## src/rtl/gshare_btb_predictor.sv

```systemverilog
// Fetch-stage branch predictor: gshare/bimodal direction table, tagged direct-mapped BTB,
// speculative global history with repair from Execute, and resolution statistics.
module gshare_btb_predictor #(
  parameter int BHT_INDEX_BITS = 8,
  parameter int GHR_BITS       = 8,
  parameter int CTR_BITS       = 2,
  parameter int BTB_INDEX_BITS = 5,
  parameter int BTB_TAG_BITS   = 10,
  parameter int GSHARE         = 1
) (
  input  logic                clk,
  input  logic                reset,
  input  logic [31:0]         pc_f,
  input  logic                fetch_adv,
  output logic                pred_taken_f,
  output logic [31:0]         pred_target_f,
  output logic                btb_hit_f,
  output logic [GHR_BITS-1:0] ghr_f,
  input  logic                upd_valid,
  input  logic                upd_is_cond,
  input  logic [31:0]         upd_pc,
  input  logic [GHR_BITS-1:0] upd_ghr,
  input  logic                upd_taken,
  input  logic [31:0]         upd_target,
  input  logic                upd_pred_taken,
  input  logic [31:0]         upd_pred_target,
  output logic                mispredict,
  input  logic                stats_clear,
  output logic [31:0]         total_branches,
  output logic [31:0]         dir_mispredicts,
  output logic [31:0]         tgt_mispredicts
);
  localparam int BHT_N = 1 << BHT_INDEX_BITS;
  localparam int BTB_N = 1 << BTB_INDEX_BITS;
  localparam logic [CTR_BITS-1:0] CTR_ONE  = 1;
  localparam logic [CTR_BITS-1:0] CTR_INIT = CTR_ONE << (CTR_BITS - 1);
  localparam logic [CTR_BITS-1:0] CTR_MAX  = '1;

  logic [CTR_BITS-1:0]     bht       [BHT_N];
  logic                    btb_valid [BTB_N];
  logic                    btb_cond  [BTB_N];
  logic [BTB_TAG_BITS-1:0] btb_tag   [BTB_N];
  logic [31:0]             btb_tgt   [BTB_N];
  logic [GHR_BITS-1:0]     ghr;

  function automatic logic [BHT_INDEX_BITS-1:0] bht_idx(input logic [31:0] pc,
                                                        input logic [GHR_BITS-1:0] h);
    logic [BHT_INDEX_BITS-1:0] hx;
    hx = '0;
    hx[GHR_BITS-1:0] = h;
    return (GSHARE != 0) ? (pc[2 +: BHT_INDEX_BITS] ^ hx) : pc[2 +: BHT_INDEX_BITS];
  endfunction

  logic [BHT_INDEX_BITS-1:0] f_bidx, u_bidx;
  logic [BTB_INDEX_BITS-1:0] f_tidx, u_tidx;
  logic [BTB_TAG_BITS-1:0]   f_tag, u_tag;
  logic [CTR_BITS-1:0]       ctr_old, ctr_new;
  logic [GHR_BITS:0]         rep_sh, spec_sh;
  logic                      tgt_miss, unused_pc;

  assign f_bidx = bht_idx(pc_f, ghr);
  assign u_bidx = bht_idx(upd_pc, upd_ghr);
  assign f_tidx = pc_f[2 +: BTB_INDEX_BITS];
  assign u_tidx = upd_pc[2 +: BTB_INDEX_BITS];
  assign f_tag  = pc_f[2+BTB_INDEX_BITS +: BTB_TAG_BITS];
  assign u_tag  = upd_pc[2+BTB_INDEX_BITS +: BTB_TAG_BITS];
  assign unused_pc = ^{pc_f, upd_pc};

  // Lookup reads pre-edge state, so a same-cycle update is never forwarded.
  assign btb_hit_f     = btb_valid[f_tidx] && (btb_tag[f_tidx] == f_tag);
  assign pred_taken_f  = btb_hit_f && (btb_cond[f_tidx] ? bht[f_bidx][CTR_BITS-1] : 1'b1);
  assign pred_target_f = pred_taken_f ? btb_tgt[f_tidx] : pc_f + 32'd4;
  assign ghr_f         = ghr;

  assign tgt_miss   = upd_taken && upd_pred_taken && (upd_target != upd_pred_target);
  assign mispredict = upd_valid && ((upd_pred_taken != upd_taken) || tgt_miss);

  // Widening by one bit keeps the shift legal when GHR_BITS == 1.
  assign rep_sh  = {upd_ghr, upd_taken};
  assign spec_sh = {ghr, pred_taken_f};

  assign ctr_old = bht[u_bidx];
  always_comb begin
    ctr_new = ctr_old;
    if (upd_taken && ctr_old != CTR_MAX)  ctr_new = ctr_old + CTR_ONE;
    if (!upd_taken && ctr_old != '0)      ctr_new = ctr_old - CTR_ONE;
  end

  always_ff @(posedge clk) begin
    if (reset) begin
      ghr <= '0;
    end else if (mispredict && upd_is_cond) begin
      ghr <= rep_sh[GHR_BITS-1:0];
    end else if (mispredict) begin
      ghr <= upd_ghr;
    end else if (fetch_adv && btb_hit_f && btb_cond[f_tidx]) begin
      ghr <= spec_sh[GHR_BITS-1:0];
    end
  end

  always_ff @(posedge clk) begin
    if (reset) begin
      for (int i = 0; i < BHT_N; i++) bht[i] <= CTR_INIT;
      for (int i = 0; i < BTB_N; i++) begin
        btb_valid[i] <= 1'b0;
        btb_cond[i]  <= 1'b0;
        btb_tag[i]   <= '0;
        btb_tgt[i]   <= '0;
      end
    end else begin
      if (upd_valid && upd_is_cond) bht[u_bidx] <= ctr_new;
      if (upd_valid && upd_taken) begin
        btb_valid[u_tidx] <= 1'b1;
        btb_cond[u_tidx]  <= upd_is_cond;
        btb_tag[u_tidx]   <= u_tag;
        btb_tgt[u_tidx]   <= upd_target;
      end
    end
  end

  always_ff @(posedge clk) begin
    if (reset || stats_clear) begin
      total_branches  <= '0;
      dir_mispredicts <= '0;
      tgt_mispredicts <= '0;
    end else if (upd_valid) begin
      if (upd_is_cond && total_branches != '1)
        total_branches <= total_branches + 32'd1;
      if (upd_is_cond && (upd_pred_taken != upd_taken) && dir_mispredicts != '1)
        dir_mispredicts <= dir_mispredicts + 32'd1;
      if (tgt_miss && tgt_mispredicts != '1)
        tgt_mispredicts <= tgt_mispredicts + 32'd1;
    end
  end
endmodule

```

## config.mk

```make
export PLATFORM = sky130hd
export DESIGN_NAME = gshare_btb_predictor
export DESIGN_NICKNAME = d
export VERILOG_FILES = /design/src/rtl/gshare_btb_predictor.sv
export SDC_FILE = /design/constraint.sdc
export NUM_CORES = 2
export LEC_CHECK = 0
export CAP_MARGIN = 25
export CORE_ASPECT_RATIO = 1.2
export CORE_MARGIN = 4
export CORE_UTILIZATION = 55
export DETAILED_ROUTE_END_ITERATION = 8
export PLACE_DENSITY = 0.82
export SETUP_SLACK_MARGIN = 0.02
export SLEW_MARGIN = 30
export SYNTH_ARGS = -nofsm -noshare
export SYNTH_HDL_FRONTEND = slang
export SYNTH_SLANG_ARGS = --single-unit
```

## constraint.sdc

```tcl
create_clock -name clk -period 14.6 [get_ports clk]
set_input_delay 3.65 -clock clk [delete_from_list [all_inputs] [get_ports clk]]
set_output_delay 3.65 -clock clk [all_outputs]
set_load 0.03 [all_outputs]
```

* After elaboration in Yosys (flattened, before gate mapping) *
Memories as Yosys holds them, arrays and structs flattened.
Cells that the tools add are included.

cells by class
  $add $sub $neg = 6
  eq/ne operators = 7
  muxes and demuxes = 30
  bitwise logic cells = 2
  reductions and logical operators = 29

operator list
  kind                   count
  $add 32x1->32 const B  3
  $ne 32x32->1 const B   3
  $mux 32                2
  $add 32x3->32 const B  1
  $mux 8                 4
  $ne 32x32->1           1
  $reduce_or 32->1       1
  $mux 5                 4
  $logic_and 1x1->1      16
  $mux 1                 16
  $xor 8x8->8            2
  $eq 10x10->1           1
  $mux 10                1
  $reduce_or 10->1       1
  $mux 2                 3
  $reduce_and 2->1       3
  $reduce_bool 3->1      1
  $add 2x1->2 const B    1
  $logic_or 1x1->1       2
  $ne 2x2->1 const B     1
  $reduce_bool 2->1      1
  $reduce_or 1->1        2
  $reduce_or 2->1        1
  $sub 2x1->2 const B    1
  other kinds (2)        2

word-level totals
  register bits after elaboration = 104
  memory bits (writable) = 1920
  input bits = 144
  output and inout port bits = 139
  logic and storage cells = 83
  memories kept = 5

memory list
  name       words  bits a word  read ports  clocked after Yosys merged registers in  wr ports  line  RTL
  btb_tgt    32     32           1           0                                        32        43    logic [31:0] btb_tgt [BTB_N];
  bht        256    2            2           0                                        256       39    logic [CTR_BITS-1:0] bht [BHT_N];
  btb_tag    32     10           1           0                                        32        42    logic [BTB_TAG_BITS-1:0] btb_tag [BTB_N];
  btb_cond   32     1            1           0                                        32        41    logic btb_cond [BTB_N];
  btb_valid  32     1            1           0                                        32        40    logic btb_valid [BTB_N];

* Depth between registers and ports, before layout *
An unclocked memory read counts as a cell.

  depth in word-level cells = 8
  depth in mapped cells = 20
  depth with buffers taken out = 14

* Worst setup path after synthesis *
No wires, ideal clock.

  kind = input to output
  start = input pc_f[4]
  end = output pred_target_f[7]
  arrival = 7635 ps
  required time = 10950 ps
  setup slack = 3315 ps
  stages = 14
  buffers on the path = 4
  cell sequence = buf_2 clkbuf_1 clkbuf_1 mux4_2 mux2i_1 nor2_1 o21ai_0 xor2_1 nand2_1 nor4_2 and2_1 buf_2 o21ai_0 a211oi_1

between the ends
  cells in the longest elaborated chain, start to end = 5
  elaborated cells between the ends (all ways) = 12
  classes of those cells = add/sub: 1; eq/ne: 1; mux: 2; bitwise: 1; reduce/logical: 2; memory: 5

ends and longest elaborated chain
  element                line  RTL
  from (decl)            13    input logic [31:0] pc_f,
  $mem_v2 32x10          --
  $eq 10x10->1           70    assign btb_hit_f = btb_valid[f_tidx] && (btb_tag[f_tidx] == f_tag);
  $logic_and 1x1->1 (*)  70
  via btb_hit_f          17    output logic btb_hit_f,
  $logic_and 1x1->1 (*)  71    assign pred_taken_f = btb_hit_f && (btb_cond[f_tidx] ? bht[f_bidx][CTR_BITS-1] : 1'b1);
  via pred_taken_f       15    output logic pred_taken_f,
  $mux 32 (*)            72    assign pred_target_f = pred_taken_f ? btb_tgt[f_tidx] : pc_f + 32'd4;
  to (decl)              16    output logic [31:0] pred_target_f,

The timed path passes the listed nets; every way through them passes the cells marked *.

* Final worst setup path *
  start = input pc_f[3]
  end = output pred_target_f[20]

between the ends
  cells in the longest elaborated chain, start to end = 5
  elaborated cells between the ends (all ways) = 12
  classes of those cells = add/sub: 1; eq/ne: 1; mux: 2; bitwise: 1; reduce/logical: 2; memory: 5

ends and longest elaborated chain
  element                                               line
  $xor 8x8->8 / $mem_v2 32x10 (equally long branches)   --
  $mem_v2 256x2 / $eq 10x10->1 (equally long branches)  --
  $mux 1 / $logic_and 1x1->1 (equally long branches)    71, 70
  $logic_and 1x1->1                                     71
  $mux 32 (*)                                           72

Mark *: on every way between the ends. The rest lies on a longest branch, timed or not.

==> impl_metrics.py <==
metrics = {
    "synthesis": {
        "syn_nets": 6965,
        "synth-edff-count": 1888,
        "ys_types": 75,
        "synth_fa_ha_area_share_pct": 0.0905,
        "netlist.area_leader.share_pct": 58.6,
        "synth_mux_area_share_pct": 15.0,
        "ys_top_cells_by_area": "edfxtp_1 59%, mux4_2 13%, and2_1 9.0%",
        "synth-simple-area-share_pct": 15.0,
        "ys_seq_area_share_pct": 61.4,
        "syn_area_per_cell_um2": 14.2,
        "synth_top_area_cell": "edfxtp_1",
        "synthesis.area_um2": 96800,
        "synth-seq-cells": 2024,
        "synth-xor-area-share_pct": 1.72,
        "synth_top_family_by_area": "multiplexers",
        "synthesis.instances": 6814,
        "synth_ff_type": "edfxtp_1",
        "yosys_warnings": 0,
        "synth_compound_area_share_pct": 3.34,
        "ys_async_sr_fraction_pct": 0,
    },
    "sta": {
        "rsz0062_at_grt": "no",
        "fin_setup_tns_ps": 0,
        "finClkSkew_ps": 48.2,
        "fin_crit_ps": 13210,
        "setup_viol": 0,
        "worst_slew_pin_slew_ps": 1190,
        "finalHoldViolCount": 0,
        "max_freq_ghz": 0.0757,
        "max_slew_margin_pct": 20.2,
        "period_share_pct": 90.5,
        "maxSlewViolCount": 0,
    },
    "detailed_routing": {
        "viasPerCell": 6.93,
        "wl_per_cell_um": 33.5,
        "drtIter0Drc": 10600,
        "vias": 64100,
        "finalWirelength_mm": 310,
        "ant_nets": 1,
        "drc": 0,
        "drt-pass1-iter-count": 8,
    },
    "flow_run": {
        "maxCapViolations": 0,
    },
    "layout": {
        "layout_commonest_cell": "edfxtp_1",
        "finalInstanceArea_um2": 108000,
        "drive_gt1_share_pct": 17.1,
        "layout.nets": 6912,
        "final_cell_mix": "1888 x edfxtp_1, 1389 x and2_1, 554 x mux4_2",
        "area_growth_pct": 11.3,
    },
    "worst_setup_path": {
        "path_class": "in -> out",
        "crit_fanout": 48,
        "critical_path_arrival_ps": 9560,
        "cp_data_required_time_ps": 10950,
        "critPathCaptureType": "output port",
        "start_kind": "input port",
    },
    "status": {
        "status": "complete, but fails checks",
        "violations": "antenna rules",
    },
    "cts": {
        "clkSlewWorstSetupHoldPaths_ps": 60,
        "insertion_delay_ps": 850,
        "clockRootBuffer": "clkbuf_16",
        "cts_num_sinks": 2024,
        "htreeDepth": 4,
        "cts-resized-gates": 0,
        "cts_hold_buffers": 0,
        "clock_path_buffers": 3,
        "post_cts_buffers": 0,
        "tritoncts": "done",
        "numCtsBuffers": 197,
    },
    "die": {
        "start_util_pct": 55.3,
        "die_area_um2": 183000,
        "die_y_um": 468,
        "die_x_um": 391,
        "core-area_um2": 175000,
        "rows": 168,
        "ios": 283,
    },
    "global_routing": {
        "grt_overflow": 0,
        "grt_pass1_wl_mm": 442,
        "grt_max_degree": 124,
        "antenna_found_initial": 42,
        "grt_usage_pct": 33.8,
        "grt_pass1_vias": 64300,
    },
    "power_and_ir_drop": {
        "p_leak_nw": 35.3,
        "vdd_ir_drop_max_v": 0.000122,
        "cellPowerDensity_nw_per_um2": 124,
    },
    "placement": {
        "io_buffers": 265,
        "dp_hpwl_mm": 176,
        "placed_area_um2": 101000,
        "gp_congestion": 1.04,
    },
    "hold_path": {
        "hold_class": "reg -> reg",
    },
}
cells in the mapped netlist, drive strengths merged (25+ instances only):
| cell type | n |
|---|---|
| mux2i | 128 |
| xor2 | 113 |
| clkbuf | 495 |
| edfxtp | 1888 |
| a22oi | 28 |
| and2 | 1390 |
| mux4 | 579 |
| nand2 | 207 |
| nor3 | 272 |
| nand3 | 342 |
| and3 | 25 |
| a21o | 32 |
| nand4 | 38 |
| o21ai | 313 |
| buf | 192 |
| dfxtp | 136 |
| xnor2 | 75 |
| a21oi | 64 |
| nor2 | 266 |
critical path, stage by stage:
cell and delay [ps]:
buf_8 350, xor2_4 820, buf_12 300, buf_4 330, mux4_1 250, a22oi_1 120, a2111oi_0 480, a41o_1 220
nor4_1 100, a32oi_2 730, and2_2 460, buf_4 470, nor2_1 100, a21oi_1 330, clkdlybuf4s50_1 760
metal layers:
layer	vias up	routed length [um]	GRT usage (%)
met4	12	26900	23.7
met1	31500	93500	39.7
met2	5664	142000	52.9
met5	-	69	0
met3	1560	47300	11.1
li1	25400	-	-
per-stage QoR:
step | total power, mW | hold slack (ps) | util (%) | instances | worst slack [ps]
finish | 13.4 | 450 | 61.6 | 9253 | 1390
global route | 13.7 | 466 | 61.6 | 9235 | 1420
CTS | 13.3 | 453 | 61.5 | 9225 | 1750
detailed placement | 8.33 | 439 | 57.9 | 8854 | 1790
global placement | 8.28 | 427 | 57.9 | 8854 | 1760
floorplan | 7.88 | 421 | - | 6814 | 3320
logic make-up (layout without fill, tap and decap cells):
kind of cell / Yosys count / after routing
compound gates: 542 / 542
simple gates: 2622 / 2622
mux: 720 / 720
xor+xnor: 188 / 188
other cells: 0 / 25
buf+inv: 711 / 830
fa+ha+maj: 7 / 7
flops: 2024 / 2024
state kept, by name, indices dropped and copies added, names as in the netlist:
register	count
btb_cond	32
total_branches	32
ghr_f	8
btb_tag	320
dir_mispredicts	32
btb_valid	32
btb_tgt	1024
tgt_mispredicts	32
bht	512
cell type report:
cell class                 instances  area (um^2)
clock buffer                     259         5290
multi-input combinational       4079        35000
clock inverter                   112         1120
tap                             2295         2870
inverter                          23         95.1
fill                           12400        67100
sequential                      2024        59400
timing repair buffer             436         3940
antenna                           25         62.6
worst paths after layout:
check,slack [ps],to,from,depth (start not counted)
hold reg to reg,450,btb_valid[14],btb_valid[14],1
hold / removal,450,btb_valid[14],btb_valid[14],1
setup reg to reg,9170,bht[234][0],bht[207][1],12
setup / recovery,1390,pred_target_f[20],pc_f[3],15
power by group:
part / total [mW] / switching, mW / internal (mW)
Sequential: 6.64 / 0.0780 / 6.57
Combinational: 1.64 / 1.15 / 0.495
Clock: 5.07 / 2.27 / 2.80
Total: 13.4 / 3.49 / 9.86
(Power assumes the default switching activity.)
